<file path="src/rtl/pir_zone_motion_rgb.sv">
// pir_zone_motion_rgb: per-zone PIR hold levels that decay over HOLD_MS and
// drive one RGB LED per zone through a shared PWM engine. Four display modes
// are available: gradient, gradient with an expiry-warning blink, solid green,
// and idle-blue. The block also provides per-zone expiry pulses and a
// registered any-zone-active flag.
module pir_zone_motion_rgb #(
  parameter int CLK_HZ   = 100_000_000,
  parameter int N_CH     = 2,
  parameter int HOLD_MS  = 15000,
  parameter int PWM_W    = 8,
  parameter int WARN_LVL = 32,
  parameter int BLINK_MS = 125
) (
  input  logic            clk,
  input  logic            rst_n,
  input  logic [N_CH-1:0] pir_rise,
  input  logic [N_CH-1:0] pir_on,
  input  logic [1:0]      mode,
  output logic [N_CH-1:0] rgb_r,
  output logic [N_CH-1:0] rgb_g,
  output logic [N_CH-1:0] rgb_b,
  output logic [N_CH-1:0] expired,
  output logic            any_active
);

  localparam int MS_DIV   = CLK_HZ / 1000;
  localparam int LVL_MAX  = (1 << PWM_W) - 1;
  localparam int STEP_RAW = HOLD_MS / LVL_MAX;
  localparam int STEP_MS  = (STEP_RAW < 1) ? 1 : STEP_RAW;
  localparam int DIV_W    = $clog2(MS_DIV);
  localparam int STEP_W   = $clog2(STEP_MS + 1);
  localparam int BLINK_W  = (BLINK_MS > 1) ? $clog2(BLINK_MS) : 1;

  typedef logic [PWM_W-1:0] lvl_t;
  localparam lvl_t LVL_TOP = lvl_t'(LVL_MAX);

  logic [DIV_W-1:0]   ms_div;
  logic               ms_tick;
  logic [BLINK_W-1:0] blink_cnt;
  logic               blink_phase;
  logic [PWM_W-1:0]   pwm_cnt;

  lvl_t               level    [N_CH];
  logic [STEP_W-1:0]  step     [N_CH];
  lvl_t               r_lvl_p1 [N_CH];
  lvl_t               g_lvl_p1 [N_CH];
  lvl_t               b_lvl_p1 [N_CH];

  // Map a zone level to {red, green, blue} duty levels for the selected mode.
  // The blink only blanks red/green while the zone is still counting down
  // but has fallen under the warning threshold.
  function automatic logic [3*PWM_W-1:0] colour(input lvl_t       lvl,
                                                input logic [1:0] m,
                                                input logic       on,
                                                input logic       phase);
    lvl_t r;
    lvl_t g;
    lvl_t b;
    r = LVL_TOP - lvl;
    g = lvl;
    b = '0;
    case (m)
      2'd1: begin
        if (lvl != '0 && int'(lvl) < WARN_LVL && phase) begin
          r = '0;
          g = '0;
        end
      end
      2'd2: begin
        r = '0;
        g = LVL_TOP;
      end
      2'd3: b = on ? '0 : LVL_TOP;
      default: ;
    endcase
    return {r, g, b};
  endfunction

  // Millisecond divider; ms_tick is a registered one-cycle pulse on wrap.
  always_ff @(posedge clk) begin
    if (!rst_n) begin
      ms_div  <= '0;
      ms_tick <= 1'b0;
    end else if (ms_div == DIV_W'(MS_DIV - 1)) begin
      ms_div  <= '0;
      ms_tick <= 1'b1;
    end else begin
      ms_div  <= ms_div + 1'b1;
      ms_tick <= 1'b0;
    end
  end

  // Free-running blink phase shared by all zones, toggling every BLINK_MS.
  always_ff @(posedge clk) begin
    if (!rst_n) begin
      blink_cnt   <= '0;
      blink_phase <= 1'b0;
    end else if (ms_tick) begin
      if (blink_cnt == BLINK_W'(BLINK_MS - 1)) begin
        blink_cnt   <= '0;
        blink_phase <= ~blink_phase;
      end else begin
        blink_cnt <= blink_cnt + 1'b1;
      end
    end
  end

  // ---- stage 0: per-zone level/step counters; a rise always wins over decay.
  // Per-zone level reload/decay and the 1 -> 0 expiry pulse.
  always_ff @(posedge clk) begin
    if (!rst_n) begin
      for (int i = 0; i < N_CH; i++) begin
        level[i] <= '0;
        step[i]  <= '0;
      end
      expired <= '0;
    end else begin
      for (int i = 0; i < N_CH; i++) begin
        expired[i] <= 1'b0;
        if (pir_rise[i]) begin
          level[i] <= LVL_TOP;
          step[i]  <= '0;
        end else if (ms_tick && level[i] != '0) begin
          if (step[i] == STEP_W'(STEP_MS - 1)) begin
            step[i]    <= '0;
            level[i]   <= level[i] - 1'b1;
            expired[i] <= (level[i] == lvl_t'(1));
          end else begin
            step[i] <= step[i] + 1'b1;
          end
        end
      end
    end
  end

  // ---- stage 1: colour levels per zone.
  // Register the per-zone colour duty levels from level, mode and blink phase.
  always_ff @(posedge clk) begin
    if (!rst_n) begin
      for (int i = 0; i < N_CH; i++) begin
        r_lvl_p1[i] <= '0;
        g_lvl_p1[i] <= '0;
        b_lvl_p1[i] <= '0;
      end
    end else begin
      for (int i = 0; i < N_CH; i++) begin
        {r_lvl_p1[i], g_lvl_p1[i], b_lvl_p1[i]} <=
          colour(level[i], mode, pir_on[i], blink_phase);
      end
    end
  end

  // Shared PWM ramp, wrapping LVL_MAX -> 0 so full level is never 100% on.
  always_ff @(posedge clk) begin
    if (!rst_n) pwm_cnt <= '0;
    else        pwm_cnt <= pwm_cnt + 1'b1;
  end

  // ---- stage 2: PWM compare and pin registers.
  // Red/green are gated by the zone's live pir_on; blue is ungated.
  always_ff @(posedge clk) begin
    if (!rst_n) begin
      rgb_r      <= '0;
      rgb_g      <= '0;
      rgb_b      <= '0;
      any_active <= 1'b0;
    end else begin
      for (int i = 0; i < N_CH; i++) begin
        rgb_r[i] <= pir_on[i] & (pwm_cnt < r_lvl_p1[i]);
        rgb_g[i] <= pir_on[i] & (pwm_cnt < g_lvl_p1[i]);
        rgb_b[i] <= (pwm_cnt < b_lvl_p1[i]);
      end
      any_active <= |pir_on;
    end
  end

endmodule

</file>
<file path="config.mk">
export PLATFORM = sky130hd
export DESIGN_NAME = pir_zone_motion_rgb
export DESIGN_NICKNAME = d
export VERILOG_FILES = /design/src/rtl/pir_zone_motion_rgb.sv
export SDC_FILE = /design/constraint.sdc
export NUM_CORES = 1
export LEC_CHECK = 0
export CORE_ASPECT_RATIO = 0.9
export CORE_UTILIZATION = 60
export DETAILED_ROUTE_END_ITERATION = 6
export MAX_ROUTING_LAYER = met4
export PLACE_DENSITY = 0.78
export SLEW_MARGIN = 10
export SYNTH_ARGS = -nofsm -noshare
export SYNTH_HDL_FRONTEND = slang
export SYNTH_SLANG_ARGS = --single-unit
export TNS_END_PERCENT = 10
</file>
<file path="constraint.sdc">
create_clock -name clk -period 3.15 [get_ports clk]
set_input_delay 0.945 -clock clk [delete_from_list [all_inputs] [get_ports clk]]
set_output_delay 0.945 -clock clk [all_outputs]
set_load 0.005 [all_outputs]
</file>
# == Yosys cells after proc, flatten, opt, wreduce, memory -nomap -nowiden ==
# Memory sizes are Yosys's and may differ from the RTL's.
# Index checks and enable logic that the tools add are counted.
# totals
out_inout_bits,9
inputBits,8
wordCells,128
register_bits,91
ramBits,28
mem_count,2
# classes
mux,49
n_lt_le_gt_ge,8
bitwise_logic,20
addsub,9
n_eq_ne,9
reduce_logical,14
# memory_table
name,depth,word_bits,rd,rd_ports_with_merged_regs,wr,line_no,source
level,2,8,2,0,2,43,lvl_t level [N_CH];
step,2,6,2,0,2,44,logic [STEP_W-1:0] step [N_CH];
# op_table
op,n
$mux W8,10
$pmux W8 S2,4
$lt A8 B8 Y1,6
$mux W6,6
$mux W1,28
$add A17 B1 Y17 const B,1
$eq A17 B17 Y1 const B,1
$eq A8 B1 Y1 const B,2
$lt A8 B6 Y1 const B,2
$reduce_bool A8 Y1,2
$sub A8 B1 Y8 const B,2
$sub A8 B8 Y8 const A,2
$add A6 B1 Y6 const B,2
$eq A6 B6 Y1 const B,2
$or A1 B1 Y1,10
$add A8 B1 Y8 const B,1
$reduce_or A4 Y1,2
$add A7 B1 Y7 const B,1
$eq A7 B7 Y1 const B,1
$mux W7,1
$logic_and A1 B1 Y1,6
$not A1 Y1,6
$and A1 B1 Y1,4
$eq A2 B2 Y1 const B,2
3 further kinds,5

# == Longest topological paths before layout ==
# depth
ltp_word,8
mapped_depth,8
mapped_depth_nobuf,6

# == Least setup slack after synthesis ==
# No wires, ideal clock.
# synth_path
path_type,register to register
from,mem level[0][0] (netlist name)
to,"mem level[0][0] (netlist name), enable pin"
setup_slack_ps,882
period_less_slack_ps,2268
stages_incl_launch_ff,6
path_buffers,0
setup_time_ps,360
required_time_ps,2790
t_arrival_ps,1908
cell_sequence,edfxtp_1 inv_1 ha_1 or4b_4 o41ai_4 o21ai_0
# synth_rtl
item,line_no
from (decl),43

==> impl_metrics.xml <==
<?xml version="1.0" encoding="UTF-8"?>
<metrics>
  <group name="global_routing">
    <metric name="grt_start_max_net_pins" unit="">17</metric>
    <metric name="vias_in_the_first_global_route" unit="">3724</metric>
    <metric name="grt_antenna_before_repair" unit="">0</metric>
    <metric name="grt_first_pass_wirelength" unit="um">16900</metric>
    <metric name="groute.usage.overall" unit="">0.240</metric>
    <metric name="globalRoute.totalOverflow" unit="">0</metric>
  </group>
  <group name="synthesis">
    <metric name="synth_cell_types" unit="">43</metric>
    <metric name="post_synth_instance_area" unit="sq um">5330</metric>
    <metric name="yosys-top-cells-count" unit="">nor2_1, dfxtp_1, ha_1</metric>
    <metric name="netlist.top_cell.by_area" unit="">dfxtp_1</metric>
    <metric name="synth_area_per_cell" unit="sq um">9.70</metric>
    <metric name="synth.net_count" unit="">614</metric>
    <metric name="edff_count_synth" unit="">28</metric>
    <metric name="synth_flop_cell" unit="">dfxtp_1</metric>
    <metric name="post_synth_main_area_contributors" unit="">dfxtp_1, edfxtp_1, ha_1, nor2_1, xnor2_1</metric>
    <metric name="yosysSeqAreaShare" unit="">0.447</metric>
    <metric name="yosys_warnings" unit="">0</metric>
    <metric name="postSynthCellCount" unit="">549</metric>
    <metric name="synth-async-reset-ratio" unit="">0</metric>
    <metric name="cell_with_the_most_instances_after_synthesis" unit="">nor2_1</metric>
    <metric name="synth-seq-cells" unit="">105</metric>
    <metric name="yosysTopAreaCellShare" unit="">0.289</metric>
  </group>
  <group name="floorplan">
    <metric name="pin_count" unit="">17</metric>
    <metric name="initial_utilization" unit="">0.619</metric>
    <metric name="full_die_area" unit="sq um">9260</metric>
    <metric name="fp.coreArea" unit="sq um">8610</metric>
    <metric name="chipHeight" unit="um">91.4</metric>
    <metric name="rows" unit="">32</metric>
    <metric name="die_wd" unit="um">101</metric>
  </group>
  <group name="power">
    <metric name="power.leakage" unit="uW">0.00226</metric>
    <metric name="power.combinational.fraction" unit="">0.106</metric>
    <metric name="p_seq_frac" unit="">0.568</metric>
    <metric name="ir_worst_vdd" unit="mV">0.400</metric>
    <metric name="power.net_switching" unit="uW">644</metric>
    <metric name="ratio_of_total_power_to_cell_area" unit="nW/um^2">459</metric>
    <metric name="post-layout-total-power" unit="uW">2670</metric>
    <metric name="clockPowerShare" unit="">0.326</metric>
    <metric name="power.share.switching" unit="">0.241</metric>
    <metric name="power.internal" unit="uW">2030</metric>
  </group>
  <group name="place">
    <metric name="finalWeightedCongestion" unit="">0.814</metric>
    <metric name="place.port_buffers" unit="">16</metric>
    <metric name="dpl.hpwl" unit="um">7270</metric>
    <metric name="place.detailed.instances" unit="">673</metric>
  </group>
  <group name="detailed_routing">
    <metric name="topRoutingLayerUsed" unit="">met4</metric>
    <metric name="first_pass_iters" unit="">4</metric>
    <metric name="drtAntennaViolNets" unit="">0</metric>
    <metric name="finalWirelength" unit="um">9850</metric>
    <metric name="drt-wirelength-per-cell" unit="um">14.3</metric>
    <metric name="routed_via_density" unit="">5.54</metric>
    <metric name="number_of_vias_after_detailed_routing" unit="">3815</metric>
    <metric name="detailedRoute.firstIterationViolations" unit="">173</metric>
    <metric name="met3_length" unit="um">306</metric>
    <metric name="route.detailed.drc" unit="">0</metric>
    <metric name="met2RoutedLength" unit="um">4670</metric>
    <metric name="met1_length" unit="um">4750</metric>
  </group>
  <group name="clocking">
    <metric name="number_of_buffers_added_for_setup_after_cts" unit="">0</metric>
    <metric name="clock_tree.buffer_depth" unit="">2</metric>
    <metric name="cts.root.buffer_cell" unit="">clkbuf_8</metric>
    <metric name="cts_repair_resized_insts" unit="">0</metric>
    <metric name="htree_levels" unit="">3</metric>
    <metric name="clkSinkCount" unit="">105</metric>
    <metric name="cts_hold_buf" unit="">0</metric>
    <metric name="cts_tree" unit="">built</metric>
    <metric name="clk-insertion-delay-late" unit="ns">0.37</metric>
    <metric name="clkSlewWorstSetupHoldPaths" unit="ns">0.10</metric>
    <metric name="cts_buffer_count" unit="">9</metric>
  </group>
  <group name="sta">
    <metric name="report.final.setup_viol" unit="">0</metric>
    <metric name="setup_repair_after_global_routing_missed_its_margin" unit="">false</metric>
    <metric name="finalCritPeriodShare" unit="">0.833</metric>
    <metric name="min_period" unit="ns">2.63</metric>
    <metric name="fmax" unit="GHz">0.381</metric>
    <metric name="tightestPinTransition" unit="ns">1.09</metric>
    <metric name="totalNegativeSetupSlack" unit="ns">0</metric>
    <metric name="finClkSkew" unit="ns">0.0131</metric>
    <metric name="final_hold_viol_count" unit="">0</metric>
    <metric name="finalMaxSlewViolations" unit="">0</metric>
    <metric name="timing.max_slew.rel_slack" unit="">0.262</metric>
  </group>
  <group name="finish">
    <metric name="finalNetCount" unit="">630</metric>
    <metric name="area_delta_synth_final" unit="%">9.09</metric>
    <metric name="final-instance-count-excl-fill" unit="">689</metric>
    <metric name="final_layout_size_suffix_gt1_frac" unit="">0.0491</metric>
    <metric name="antenna_cells" unit="">0</metric>
  </group>
  <group name="flow_run">
    <metric name="max_capacitance_violation_count" unit="">0</metric>
  </group>
  <group name="outcome">
    <metric name="outcome" unit="">finished clean</metric>
  </group>
  <group name="worst_setup_path">
    <metric name="family_with_the_most_delay_on_the_worst_path" unit="">compound AO/OA/AOI/OAI gates</metric>
    <metric name="critical_path.max_stage_delay" unit="ns">0.52</metric>
    <metric name="timing.critical_path.to_type" unit="">flop</metric>
    <metric name="critical_path_class" unit="">reg2reg</metric>
    <metric name="cp_max_fo" unit="">8</metric>
    <metric name="critPathLaunchType" unit="">flop</metric>
    <metric name="crit_path_cell_trace" unit="">inv_1 &gt; ha_1 &gt; or4b_4 &gt; o41ai_4 &gt; o21ai_0</metric>
    <metric name="critPathSlowestCell" unit="">or4b_4</metric>
    <metric name="critPathArrivalTime" unit="ns">2.60</metric>
    <metric name="worstPathRequired" unit="ns">3.12</metric>
    <metric name="regToRegSetupSlack" unit="ns">0.52</metric>
    <metric name="worstPathBufferInverterCount" unit="">1</metric>
  </group>
  <group name="hold_path">
    <metric name="classification_of_the_worst_slack_hold_path" unit="">reg2reg</metric>
  </group>
</metrics>
stage by stage:
step / worst slack [ns] / area [sq um] / hold slack [ns] / utilization
final: 0.525 / 5810 / 0.493 / 0.675
after global routing: 0.375 / 5810 / 0.522 / 0.675
after CTS: 0.504 / 5810 / 0.504 / 0.675
after detailed placement: 0.390 / 5600 / 0.483 / 0.650
after global placement: 0.441 / 5600 / 0.465 / 0.650
after floorplan: 0.882 / 5330 / 0.428 / -
metal layers:
| layer | up-vias | GRT usage |
|---|---|---|
| met1 | 1799 | 0.297 |
| met3 | 15 | 0.0493 |
| met2 | 68 | 0.396 |
| met5 | - | - |
| met4 | 0 | 0.0640 |
| li1 | 1933 | - |
state kept, by name (all words and copies together), names as in the netlist:
| name | count |
|---|---|
| level | 16 |
| ms_div | 17 |
| b_lvl_p1 | 2 |
| step | 12 |
| rgb_b | 2 |
| rgb_g | 2 |
| g_lvl_p1 | 16 |
| any_active | 1 |
| blink_phase | 1 |
| r_lvl_p1 | 16 |
| expired | 2 |
| blink_cnt | 7 |
| ms_tick | 1 |
| pwm_cnt | 8 |
| rgb_r | 2 |
cell type report:
type,count,area (sq um)
inverters,45,169
well taps,119,149
flip-flops and latches,105,2380
clock inverters,4,48.8
fillers,680,2800
clock buffers,12,165
multi-input cells,383,2700
repair buffers,21,198
worst paths after layout:
check / from / endpoint / cells after the start
setup / recovery: level[0][0] / level[0][7] / 5
hold / removal: ms_div[0] / ms_div[0] / 1
setup reg to reg: level[0][0] / level[0][7] / 5
hold reg to reg: ms_div[0] / ms_div[0] / 1
cells in the final DEF (no fill, tap or decap), types with 11 or more instances in the layout:
master,n
nand3_1,19
nor4_1,13
nand2_1,19
nor2_1,91
inv_1,45
clkbuf_8,12
o21ai_0,12
mux2i_1,11
ha_1,57
clkdlybuf4s50_1,16
edfxtp_1,28
dfxtp_1,77
xor2_1,18
xnor2_1,26
a21oi_1,22
power groups by stage:
stage	registers [uW]	logic (uW)	clock network (uW)
finish	1520	283	869
global route	1530	323	942
CTS	1520	285	891
detailed placement	1550	281	0
global placement	1550	270	0
floorplan	1520	208	0
kinds of logic after synthesis:
family	after synthesis	share of synthesized area
multiplexers	11	0.0207
AO/OA/AOI/OAI	73	0.0961
AND/OR/NAND/NOR	198	0.184
flip-flops	105	0.447
adder cells (fa/ha/maj)	57	0.134
XOR/XNOR	44	0.0724
buffers and inverters	61	0.0461
No activity file was read; power rests on OpenSTA's default activity.
